**config.mk**
```make
export PLATFORM = sky130hd
export DESIGN_NAME = arm_dmem_arbiter
export DESIGN_NICKNAME = d
export VERILOG_FILES = /design/src/rtl/arm_dmem_arb_pkg.sv /design/src/rtl/arm_starve_counter.sv /design/src/rtl/arm_dmem_arbiter.sv
export SDC_FILE = /design/constraint.sdc
export NUM_CORES = 1
export LEC_CHECK = 0
export CAP_MARGIN = 20
export CORE_AREA = 2 2 115 117
export CTS_CLUSTER_DIAMETER = 120
export CTS_CLUSTER_SIZE = 16
export DETAILED_ROUTE_END_ITERATION = 12
export DIE_AREA = 0 0 117 119
export DONT_BUFFER_PORTS = 1
export PLACE_DENSITY = 0.35
export SETUP_SLACK_MARGIN = 0.1
export SLEW_MARGIN = 20
export SYNTH_ARGS = -nofsm -noshare
export SYNTH_HDL_FRONTEND = slang
export SYNTH_HIERARCHICAL = 1
export SYNTH_SLANG_ARGS = --single-unit
export TNS_END_PERCENT = 50
```
**constraint.sdc**
```tcl
create_clock -name i_CLK -period 2.3 [get_ports i_CLK]
set_input_delay 0.69 -clock i_CLK [delete_from_list [all_inputs] [get_ports i_CLK]]
set_output_delay 0.69 -clock i_CLK [all_outputs]
set_load 0.005 [all_outputs]
```
**src/rtl/arm_dmem_arb_pkg.sv**
```systemverilog
// Shared types and helpers for the CPU/external data-memory arbiter.
package arm_dmem_arb_pkg;

    typedef enum logic {
        GRANT_CPU = 1'b0,
        GRANT_EXT = 1'b1
    } grant_e;

    localparam int unsigned MAXWAIT_LIMIT = 255;

    function automatic int unsigned cnt_width(input int unsigned max_wait);
        return $clog2(max_wait + 1);
    endfunction

endpackage

```
**src/rtl/arm_starve_counter.sv**
```systemverilog
// Saturating, clearable wait counter; flags when the count reaches MaxWait.
module arm_starve_counter
    import arm_dmem_arb_pkg::*;
#(
    parameter int unsigned MaxWait = 4
) (
    input  logic clk_i,
    input  logic rst_i,
    input  logic clear_i,
    input  logic inc_i,
    output logic at_max_o
);

    localparam int unsigned CntWidth = cnt_width(MaxWait);
    localparam logic [CntWidth-1:0] MaxVal = CntWidth'(MaxWait);

    logic [CntWidth-1:0] cnt_q;

    assign at_max_o = (cnt_q == MaxVal);

    // Clear has priority over increment; increment holds at MaxVal.
    always_ff @(posedge clk_i) begin
        if (rst_i) begin
            cnt_q <= '0;
        end else if (clear_i) begin
            cnt_q <= '0;
        end else if (inc_i && !at_max_o) begin
            cnt_q <= cnt_q + CntWidth'(1);
        end
    end

endmodule

```
**src/rtl/arm_dmem_arbiter.sv**
```systemverilog
// Shares the data memory between the CPU (favoured, combinational) and an external port.
// ARM_DMEM_ARB_STARVE_EN enables the starvation counter; without it the CPU has strict priority.
module arm_dmem_arbiter
    import arm_dmem_arb_pkg::*;
#(
    parameter int unsigned BusWidth = 32,
    parameter int unsigned MaxWait  = 4
) (
    input  logic                i_CLK,
    input  logic                i_RESET,
    input  logic                i_CPU_Req,
    input  logic                i_CPU_Write,
    input  logic [BusWidth-1:0] i_CPU_Address,
    input  logic [BusWidth-1:0] i_CPU_Write_Data,
    output logic [BusWidth-1:0] o_CPU_Read_Data,
    output logic                o_CPU_Stall,
    input  logic                i_EXT_Valid,
    output logic                o_EXT_Ready,
    input  logic                i_EXT_Write,
    input  logic [BusWidth-1:0] i_EXT_Address,
    input  logic [BusWidth-1:0] i_EXT_Write_Data,
    output logic [BusWidth-1:0] o_EXT_Read_Data,
    output logic                o_EXT_Read_Valid,
    output logic [BusWidth-1:0] o_Mem_Address,
    output logic                o_Mem_Write,
    output logic [BusWidth-1:0] o_Mem_Write_Data,
    input  logic [BusWidth-1:0] i_Mem_Read_Data
);

    if (MaxWait < 1 || MaxWait > MAXWAIT_LIMIT) begin : g_bad_maxwait
        $error("arm_dmem_arbiter: MaxWait out of range 1..255");
    end

    logic   starve;
    logic   ext_grant;
    grant_e owner;

`ifdef ARM_DMEM_ARB_STARVE_EN
    // A granted request always transfers, so the forced state lasts one cycle.
    arm_starve_counter #(
        .MaxWait (MaxWait)
    ) u_starve_counter (
        .clk_i    (i_CLK),
        .rst_i    (i_RESET),
        .clear_i  (!i_EXT_Valid || ext_grant),
        .inc_i    (i_EXT_Valid && !ext_grant),
        .at_max_o (starve)
    );
`else
    assign starve = 1'b0;
`endif

    assign ext_grant   = i_EXT_Valid && (!i_CPU_Req || starve);
    assign owner       = ext_grant ? GRANT_EXT : GRANT_CPU;
    assign o_EXT_Ready = ext_grant;
    assign o_CPU_Stall = i_CPU_Req && ext_grant;

    assign o_CPU_Read_Data = i_Mem_Read_Data;

    always_comb begin
        o_Mem_Address    = i_CPU_Address;
        o_Mem_Write      = i_CPU_Write && i_CPU_Req;
        o_Mem_Write_Data = i_CPU_Write_Data;
        unique case (owner)
            GRANT_EXT: begin
                o_Mem_Address    = i_EXT_Address;
                o_Mem_Write      = i_EXT_Write;
                o_Mem_Write_Data = i_EXT_Write_Data;
            end
            GRANT_CPU: ;
            default: ;
        endcase
    end

    logic                ext_rd_valid_q;
    logic [BusWidth-1:0] ext_rd_data_q;

    always_ff @(posedge i_CLK) begin
        if (i_RESET) begin
            ext_rd_valid_q <= 1'b0;
            ext_rd_data_q  <= '0;
        end else begin
            ext_rd_valid_q <= ext_grant && !i_EXT_Write;
            if (ext_grant && !i_EXT_Write) begin
                ext_rd_data_q <= i_Mem_Read_Data;
            end
        end
    end

    assign o_EXT_Read_Valid = ext_rd_valid_q;
    assign o_EXT_Read_Data  = ext_rd_data_q;

endmodule

```
## After elaboration in Yosys (flattened, before gate mapping)

Index checks and enable logic that the tools add are counted.
Widths: inputs -> output; s select.

| word-level totals | value |
|---|---|
| register bits | 33 |
| latch bits | 0 |
| bits in writable memories | 0 |
| memory bits (read-only) | 0 |
| bits of input ports | 166 |
| output and inout port bits | 132 |
| word-level logic and storage cells | 12 |
| memories | 0 |

| operators by class | value |
|---|---|
| $add $sub $neg | 0 |
| multipliers | 0 |
| divide/modulo/power cells | 0 |
| $lt $le $gt $ge | 0 |
| equality and inequality tests | 0 |
| shifts and indexed selects | 0 |
| muxes and demuxes | 4 |
| bitwise operators | 0 |
| reduce and logical (&&, ||, !) cells | 6 |

Operators with widths:

| kind | count |
|---|---|
| $mux 32 | 2 |
| $logic_and 1x1->1 | 4 |
| $logic_not 1->1 | 2 |
| $mux 1 | 2 |

## Longest topological paths before layout

| depth | value |
|---|---|
| word-level depth | 4 |
| gate-level depth with buffers | 5 |

## Worst setup path before layout

No wires, ideal clock.

| timing | value |
|---|---|
| path type | in2out |
| from | input port i_CPU_Req |
| to | output port o_Mem_Address[24] |
| arrival | 1404 ps |
| setup slack | 206 ps |
| cell stages on the path | 4 |
| cell sequence | nand2b_4 buf_6 buf_8 mux2_4 |

| on the way | value |
|---|---|
| cells in the longest elaborated chain, start to end | 4 |

Ends and longest elaborated chain:

| what | line | source |
|---|---|---|
| start, declared | arm_dmem_arbiter.sv:11 | `input logic i_CPU_Req,` |
| $logic_not 1->1 | arm_dmem_arbiter.sv:53 | `assign ext_grant = i_EXT_Valid && (!i_CPU_Req \|\| starve);` |
| $logic_and 1x1->1 | arm_dmem_arbiter.sv:53 |  |
| $mux 1 | arm_dmem_arbiter.sv:54 | `assign owner = ext_grant ? GRANT_EXT : GRANT_CPU;` |
| $mux 32 | arm_dmem_arbiter.sv:64 | `unique case (owner)` |
| end, declared | arm_dmem_arbiter.sv:24 | `output logic [BusWidth-1:0] o_Mem_Address,` |

Every way passes these cells.

## Final worst setup path

| timing | value |
|---|---|
| from | input port i_CPU_Req |
| to | output port o_Mem_Address[10] |

Same word-level chain as after synthesis.

==> metrics.yaml <==
placed_design:
  place_hpwl_um: 6830
  place_ws_ps: 144
  place.gp.congestion: 0.702
  place.port_buffers: 0
timing:
  fin_ws_ps: 137
  hold_violations: 0
  rsz0062_at_grt: "false"
  tns_ps: 0
  period_share_pct: 94.0
  maxSlewViolCount: 0
  fmax_mhz: 462
  skew_ps: 0
  final-setup-viol-count: 0
  min_period_ps: 2160
routing:
  drc_errors: 0
  antenna_left: 0
  wl_per_cell_um: 21.3
  dr_total_vias: 1645
  routed_via_density: 4.23
  drt_iter0_drc: 50
  totalWireLength_um: 8290
  dr.pass1.iters: 4
global_routing:
  grt_antenna_before_repair: 0
  grt_pass1_vias: 1534
  grt_pass1_wl_um: 10500
  grt_usage_pct: 10.6
  grt_overflow: 0
  grt_max_degree: 66
worst_setup_path:
  crit_path_max_fanout: 30
  r2r_setup_slack_ps: 1680
  arrival_ps: 1470
  start_kind: "input pin"
  worstSetupPathType: "in2out"
  critPathRequiredTime_ps: 1610
  end_kind: "output port"
  cp-startpoint: "i_CPU_Req"
  reg2reg_from: "o_EXT_Read_Data[4]"
yosys:
  synthesis.nets: 416
  avgSynthCellArea_um2: 10.8
  ys_types: 16
  netlist_instances: 250
  synth_top_area_cell: "dfxtp_1"
  yosys-top-cells-area: "dfxtp_1 25%, mux2_4 21%, nand2b_1 15%"
  ys_seq_elements: 33
  seq_area_frac_synth_pct: 24.6
  ys_warn_count: 6
  synth_top_area_share_pct: 24.6
  syn-cell-area_um2: 2690
floorplan:
  io_pins: 298
  start_util_pct: 20.9
  die-area_um2: 13900
  die_h_um: 119
  row_count: 42
  die-width_um: 117
  core-area_um2: 12900
clocking:
  cts_sinks: 33
  tritoncts: "done"
  hold_buffers: 0
  clock_latency_ps: 270
  cts_setup_buffers: 0
  cts_root_buf: "clkbuf_16"
  cts_buffers: 5
  cts.path.max_buffers: 2
  path_clk_slew_ps: 50
  htree_num_levels: 2
  cts_resized: 0
pwr:
  comb_power_share_pct: 18.5
  power.share.clock_pct: 42.6
  pwr-share-seq_pct: 38.9
  p_int_mw: 1.19
  power.density_nw_per_um2: 569
  p_sw_mw: 0.377
  ir_drop_v: 0.000339
  p_leak_nw: 1.07
  p_sw_share_pct: 24.1
status:
  status: "finished clean"
layout:
  fillers: 1416
  drive_gt1_share_pct: 37.6
  fin_nets: 379
  antenna_cells: 0
  areaGrowthSynthToFinish_pct: 2.33
job:
  cap_violations: 0
hold_path:
  min_path_type: "reg2reg"
  hp-start: "o_EXT_Read_Data[24]"
kinds of logic (layout without fill, tap and decap cells):
| kind of cell | count (synthesis) | in the layout | share of synthesized area [%] |
|---|---|---|---|
| AO/OA/AOI/OAI | 1 | 1 | 0.326 |
| flip-flops | 33 | 33 | 24.6 |
| multiplexers | 96 | 96 | 44.0 |
| other | 1 | 1 | 0.139 |
| AND/OR/NAND/NOR | 67 | 67 | 16.1 |
| buffers and inverters | 52 | 15 | 14.9 |
power groups by stage:
stage	sequential (mW)	clock (mW)	combinational, mW
after floorplan	0.616	0	0.304
after global placement	0.622	0	0.292
after detailed placement	0.621	0	0.295
after CTS	0.609	0.707	0.296
after global routing	0.611	0.730	0.308
final	0.609	0.668	0.289
path summary, 6_finish.rpt:
| path | end | cells after the start |
|---|---|---|
| worst max register to register | o_EXT_Read_Data[4] | 2 |
| worst max-delay path | o_Mem_Address[10] | 3 |
| worst min register to register | o_EXT_Read_Data[24] | 2 |
| worst min-delay path | o_EXT_Read_Data[24] | 2 |
layout by cell type, fill, tap and decap left out:
master	Yosys	final
mux2_2	26	26
nand2b_1	64	64
a22o_1	1	1
nand2b_4	1	1
mux2i_1	32	32
clkbuf_8	0	1
buf_12	0	3
clkbuf_16	0	5
buf_4	34	4
inv_2	1	1
clkbuf_1	7	1
dfxtp_1	33	33
nor3_1	1	1
mux2_4	38	38
nor3b_4	0	1
conb_1	1	1
metal layers:
layer	share of wire (%)	vias up	GRT usage, %	wire length, um
met3	11	8	4.02	926
met4	0.82	0	2.57	68
met1	35	764	11.1	2930
met2	53	149	19.4	4370
li1	-	724	-	-
met5	0	-	0	0
synth_stat cells (all sizes together):
| library cell | count |
|---|---|
| a22o | 1 |
| buf | 44 |
| nor3b | 1 |
| conb | 1 |
| clkbuf | 7 |
| dfxtp | 33 |
| mux2 | 64 |
| nand2b | 65 |
| mux2i | 32 |
| inv | 1 |
| nor3 | 1 |
flip-flops by register name, indices dropped and copies added, names as in the netlist:
| signal | count |
|---|---|
| o_EXT_Read_Data | 32 |
| o_EXT_Read_Valid | 1 |
critical path, stage by stage:
cell and delay, ps:
nand2b_4 160, buf_12 210, mux2_2 380
layout make-up:
cell class | instances | area, um^2 | share of cell area [%]
Clock buffer | 7 | 143 | 5.18
Multi-Input combinational cell | 165 | 1630 | 59.4
Timing Repair Buffer | 7 | 90.1 | 3.27
Sequential cell | 33 | 661 | 24.0
Inverter | 1 | 3.75 | 0.136
Tap cell | 176 | 220 | 8.00
metrics by stage:
step,power (mW),hold slack [ps],cells,instance area [um^2],utilization (%)
after floorplan,0.920,465,250,2690,-
after global placement,0.913,479,382,2610,20.3
after detailed placement,0.916,478,382,2610,20.3
after CTS,1.61,495,389,2750,21.4
after global routing,1.65,506,389,2750,21.4
final,1.57,490,389,2750,21.4
Note: power is estimated with default switching activity, not from simulation.
